File: config.mk
export PLATFORM = sky130hd
export DESIGN_NAME = mac_dot_seq
export DESIGN_NICKNAME = d
export VERILOG_FILES = /design/src/rtl/mac_dot_seq.sv
export SDC_FILE = /design/constraint.sdc
export NUM_CORES = 1
export LEC_CHECK = 0
export ABC_CLOCK_PERIOD_IN_PS = 6200
export BUFFER_PORTS_ARGS = -buffer_cell sky130_fd_sc_hd__buf_2
export CORE_ASPECT_RATIO = 1.4
export CORE_UTILIZATION = 51
export CTS_CLUSTER_SIZE = 14
export DETAILED_ROUTE_END_ITERATION = 12
export HOLD_SLACK_MARGIN = 0.15
export PLACE_DENSITY = 0.95
export SLEW_MARGIN = 20
export SYNTH_ARGS = -nofsm -noshare
export SYNTH_HDL_FRONTEND = slang
export SYNTH_SLANG_ARGS = --single-unit
File: constraint.sdc
create_clock -name clk -period 6.2 [get_ports clk]
set_clock_uncertainty 0.15 [all_clocks]
set_input_delay 0.62 -clock clk [delete_from_list [all_inputs] [get_ports clk]]
set_output_delay 0.62 -clock clk [all_outputs]
set_load 0.02 [all_outputs]
File: src/rtl/mac_dot_seq.sv
// Dot-product sequencer: streams len operand pairs from two sync-read memories
// into an external MAC, waits for the pipeline to drain, then captures the sum.
module mac_dot_seq #(
  parameter int DW      = 16,
  parameter int ACCW    = 36,
  parameter int AW      = 8,
  parameter int MAC_LAT = 1
) (
  input  logic            clk,
  input  logic            reset,
  input  logic            start,
  input  logic            abort,
  input  logic [AW-1:0]   base_a,
  input  logic [AW-1:0]   base_b,
  input  logic [AW-1:0]   len,
  output logic            busy,
  output logic            done,
  output logic [ACCW-1:0] result,
  output logic            rd_en,
  output logic [AW-1:0]   addr_a,
  output logic [AW-1:0]   addr_b,
  input  logic [DW-1:0]   rd_data_a,
  input  logic [DW-1:0]   rd_data_b,
  output logic            mac_clr,
  output logic [DW-1:0]   mac_a,
  output logic [DW-1:0]   mac_b,
  input  logic [ACCW-1:0] mac_acc
);

  localparam int DCW = (MAC_LAT > 1) ? $clog2(MAC_LAT) : 1;

  typedef enum logic [2:0] {
    IDLE  = 3'd0,
    CLEAR = 3'd1,
    FETCH = 3'd2,
    DRAIN = 3'd3,
    FIN   = 3'd4
  } state_t;

  state_t          state_r;
  state_t          fsm_nxt_s;
  state_t          state_nxt_s;
  logic [AW-1:0]   base_a_r;
  logic [AW-1:0]   base_b_r;
  logic [AW-1:0]   len_r;
  logic [AW-1:0]   rem_r;
  logic [DCW-1:0]  dcnt_r;
  logic            valid_r;
  logic            abort_hit_s;

  // Next-state decode; abort from any busy state overrides the normal flow.
  always_comb begin
    fsm_nxt_s   = state_r;
    abort_hit_s = abort && (state_r != IDLE);
    case (state_r)
      IDLE: begin
        if (start) fsm_nxt_s = CLEAR;
        else       fsm_nxt_s = IDLE;
      end
      CLEAR: begin
        if (len_r == {AW{1'b0}}) fsm_nxt_s = FIN;
        else                     fsm_nxt_s = FETCH;
      end
      FETCH: begin
        if (rem_r == AW'(1)) fsm_nxt_s = DRAIN;
        else                 fsm_nxt_s = FETCH;
      end
      DRAIN: begin
        if (dcnt_r == {DCW{1'b0}}) fsm_nxt_s = FIN;
        else                       fsm_nxt_s = DRAIN;
      end
      FIN:     fsm_nxt_s = IDLE;
      default: fsm_nxt_s = IDLE;
    endcase
    if (abort_hit_s) state_nxt_s = IDLE;
    else             state_nxt_s = fsm_nxt_s;
  end

  // State, counters and registered outputs (decoded from the next state).
  always_ff @(posedge clk) begin
    if (reset) begin
      state_r  <= IDLE;
      busy     <= 1'b0;
      done     <= 1'b0;
      rd_en    <= 1'b0;
      mac_clr  <= 1'b0;
      valid_r  <= 1'b0;
      result   <= {ACCW{1'b0}};
      addr_a   <= {AW{1'b0}};
      addr_b   <= {AW{1'b0}};
      base_a_r <= {AW{1'b0}};
      base_b_r <= {AW{1'b0}};
      len_r    <= {AW{1'b0}};
      rem_r    <= {AW{1'b0}};
      dcnt_r   <= {DCW{1'b0}};
    end else begin
      state_r <= state_nxt_s;
      busy    <= (state_nxt_s != IDLE);
      rd_en   <= (state_nxt_s == FETCH);
      mac_clr <= (state_nxt_s == CLEAR);
      done    <= (state_r == FIN) && !abort_hit_s;
      // A read issued in the abort cycle must not reach the MAC.
      valid_r <= rd_en && (state_nxt_s != IDLE);

      if ((state_r == IDLE) && start) begin
        base_a_r <= base_a;
        base_b_r <= base_b;
        len_r    <= len;
      end

      if (state_r == CLEAR) begin
        addr_a <= base_a_r;
        addr_b <= base_b_r;
        rem_r  <= len_r;
      end else if ((state_r == FETCH) && (state_nxt_s == FETCH)) begin
        addr_a <= addr_a + AW'(1);
        addr_b <= addr_b + AW'(1);
        rem_r  <= rem_r - AW'(1);
      end

      if (state_r == FETCH) dcnt_r <= DCW'(MAC_LAT - 1);
      else if (state_r == DRAIN) dcnt_r <= dcnt_r - DCW'(1);

      if ((state_r == FIN) && !abort_hit_s) begin
        if (len_r == {AW{1'b0}}) result <= {ACCW{1'b0}};
        else                     result <= mac_acc;
      end
    end
  end

  assign mac_a = valid_r ? rd_data_a : {DW{1'b0}};
  assign mac_b = valid_r ? rd_data_b : {DW{1'b0}};

endmodule

==> results_dict.tcl <==
set metrics [dict create \
    dr.pass1.iters 6 \
    setup_viol 0 \
    post-route-min-period_ns 2.733 \
    wl_per_cell_um 15.11 \
    setup_tns_ns 0 \
    num_rows 39 \
    design.die.area_um2 8691 \
    crit_required_ns 6.31 \
    grt_pass1_vias 3891 \
    io_pins 184 \
    tritoncts "yes" \
    final_nets 746 \
    cts_resized 0 \
    antenna_found_initial 0 \
    hold_slack_ns 0.3031 \
    clock-sinks 93 \
    hold_class "flip-flop to flip-flop" \
    drt-total-wl_mm 11.38 \
    synthMuxAreaShare_pct 0.5015 \
    vias 4299 \
    cellLeakagePower_nw 2.397 \
    drt_iter0_markers 258 \
    synth-simple-area-share_pct 27.91 \
    power_density_nw_per_um2 261.4 \
    placed_cells 737 \
    syn_nets 588 \
    synthCells 488 \
    synth_xor_area_share_pct 0 \
    synth_seq_cells 93 \
    initial_utilization_pct 52.36 \
    utilization_pct 66.54 \
    fmax_mhz 365.9 \
    status "finished, final reports clean" \
    core_um2 8100 \
    ir_drop_v 0.0002026 \
    maxCapViolations 0 \
    grt_pass1_wl_mm 17.47 \
    rsz0062_at_grt "false" \
    clkSlewWorstSetupHoldPaths_ns 0.07 \
    fill_cells 661 \
    maxSlewViolCount 0 \
    synth_top_family_by_area "simple AND/OR/NAND/NOR gates" \
    hold_viol 0 \
    place_congestion 0.8291 \
    synth-main-ff-cell "dfxtp_1" \
    clk_path_buf_depth 2 \
    period_share_pct 44.09 \
    cp_slowest_cell "or4b_4" \
    critical_path_buf_inv_count 0 \
    cpPeakStageDelay_ns 0.75 \
    regToRegSetupSlack_ns 3.47 \
    diodes 0 \
    dpl.hpwl_mm 7.802 \
    grt_max_degree 111 \
    portBuffers 183 \
    synth_compound_gate_area_share_pct 21.47 \
    async_flop_share_pct 0 \
    ys_warn_count 0 \
    synth_cell_types 59 \
    overflow 0 \
    cts_hold_buf 0 \
    viasPerCell 5.709 \
    slew-limit-headroom_pct 29.63 \
    clk_latency_ns 0.34 \
    syn_avg_cell_area_um2 8.692 \
    syn_to_final_growth_pct 27.08 \
    critPathLaunchType "flip-flop" \
    yosysSeqAreaShare_pct 43.89 \
    regArea_um2 1862 \
    path_cells "or4b_4 -> a21oi_4 -> a22oi_1 -> nor2_1" \
    root_buffer "clkbuf_16" \
    synth_edf_count 0 \
    numCtsBuffers 9 \
    die_y_um 109.9 \
    groute.usage.overall_pct 25.68 \
    ant_nets 0 \
    syn-cell-area_um2 4242 \
    htree_num_levels 3 \
    final-instance-count-excl-fill 753 \
    dieWidth_um 79.08 \
    synthAdderAreaFrac_pct 1.180 \
    drc 0 \
    path_class "flip-flop to flip-flop" \
    critPathMaxFanout 38 \
    tightest_slew_ns 1.052 \
    arrival_ns 2.85 \
    end_kind "flip-flop" \
    drive_gt1_share_pct 33.64 \
    crit_family "simple AND/OR/NAND/NOR gates" \
    multi_input_comb_area_um2 2172 \
    post_cts_buffers 0 \
]
-- tightest hold or removal path, cell delays in order (launching register included) --
cell     delay [ns]
dfxtp_1        0.31
nand2_1        0.05
a21oi_1        0.05
-- cells in the final DEF, fill, tap and decap left out, types with 3 or more instances in the layout --
| master | Yosys | final |
|---|---|---|
| a21oi_1 | 31 | 31 |
| or4_1 | 4 | 4 |
| ha_1 | 4 | 4 |
| nand3_1 | 9 | 9 |
| nor2_1 | 57 | 57 |
| clkinvlp_4 | 0 | 3 |
| nor3b_1 | 4 | 4 |
| o21ai_0 | 6 | 6 |
| and3_1 | 3 | 3 |
| nor2b_1 | 8 | 8 |
| a32oi_1 | 5 | 5 |
| dfxtp_1 | 93 | 93 |
| nand3b_1 | 4 | 4 |
| inv_1 | 5 | 5 |
| o221ai_1 | 4 | 4 |
| nand2_1 | 67 | 67 |
| o311ai_0 | 3 | 3 |
| clkbuf_16 | 0 | 9 |
| a22oi_1 | 37 | 37 |
| o211ai_1 | 6 | 6 |
| a31oi_1 | 8 | 8 |
| or3_1 | 4 | 4 |
| nand2b_1 | 4 | 4 |
| and2_1 | 33 | 33 |
| buf_2 | 12 | 182 |
| nor4_1 | 7 | 7 |
-- state kept, by name (all words and copies together), names as in the netlist --
name,cells
valid_r,1
dcnt_r,1
done,1
result,36
busy,1
rem_r,8
addr_a,8
rd_en,1
state_r,3
len_r,8
mac_clr,1
base_a_r,8
base_b_r,8
addr_b,8
-- synthesized netlist by cell type, drive strengths merged, types with 2 or more instances --
master	n	area, µm²
dfxtp	93	1862
nand2	67	251.5
nor2	57	214.0
a22oi	37	277.8
and2	33	206.5
a21oi	32	171.4
buf	19	127.6
clkbuf	18	67.56
a31oi	9	71.32
nand3	9	45.04
nor4	9	68.81
nor2b	8	50.05
o21ai	7	46.30
nor3b	6	55.05
o211ai	6	45.04
a32oi	5	43.79
inv	5	18.77
or4	5	41.29
ha	4	50.05
nand2b	4	25.02
nand3b	4	30.03
o221ai	4	35.03
or3	4	25.02
and3	3	18.77
nor3	3	20.02
o311ai	3	26.28
a211o	2	17.52
a211oi	2	15.01
a311o	2	20.02
a311oi	2	17.52
nand4	2	12.51
nand4b	2	17.52
nor4b	2	32.53
o21a	2	15.01
o221a	2	22.52
o311a	2	20.02
or3b	2	17.52
or4b	2	27.53
-- power breakdown --
part	switching (mW)	internal (mW)
registers	0.0355	0.629
logic	0.134	0.0889
clock network	0.237	0.285
-- kinds of logic after synthesis --
kind of cell,count (synthesis)
compound gates,122
fa+ha+maj,4
buf+inv,42
flops,93
mux,2
simple gates,225
-- worst paths after layout --
| kind | endpoint | cells after the start | from |
|---|---|---|---|
| setup reg to reg | result[24] | 4 | state_r[2] |
| setup / recovery | result[24] | 4 | state_r[2] |
| hold / removal | base_a_r[5] | 2 | base_a_r[5] |
| hold reg to reg | base_a_r[5] | 2 | base_a_r[5] |
-- through the flow --
| step | power [mW] | setup WS, ns | area, µm² |
|---|---|---|---|
| 3_3_place_gp | 0.8846 | 3.542 | 5100 |
| 3_5_place_dp | 0.8948 | 3.429 | 5100 |
| 6_report | 1.409 | 3.467 | 5390 |
| 5_1_grt | 1.460 | 3.192 | 5390 |
| 4_1_cts | 1.411 | 3.491 | 5384 |
| 2_1_floorplan | 0.8198 | 4.178 | 4242 |
-- layer usage --
layer | global-route usage, % | routed length, µm
met1 | 31.02 | 4567
met2 | 42.73 | 5814
met3 | 3.983 | 700
met4 | 15.58 | 299
met5 | 0 | 0
-- layout make-up --
type	count	area share [%]
well taps	102	2.368
repair buffers	184	17.18
inverters	5	0.3482
clock buffers	10	4.434
flip-flops and latches	93	34.54
multi-input cells	353	40.30
clock inverters	6	0.8357
Power figures use the tool's default switching activity.
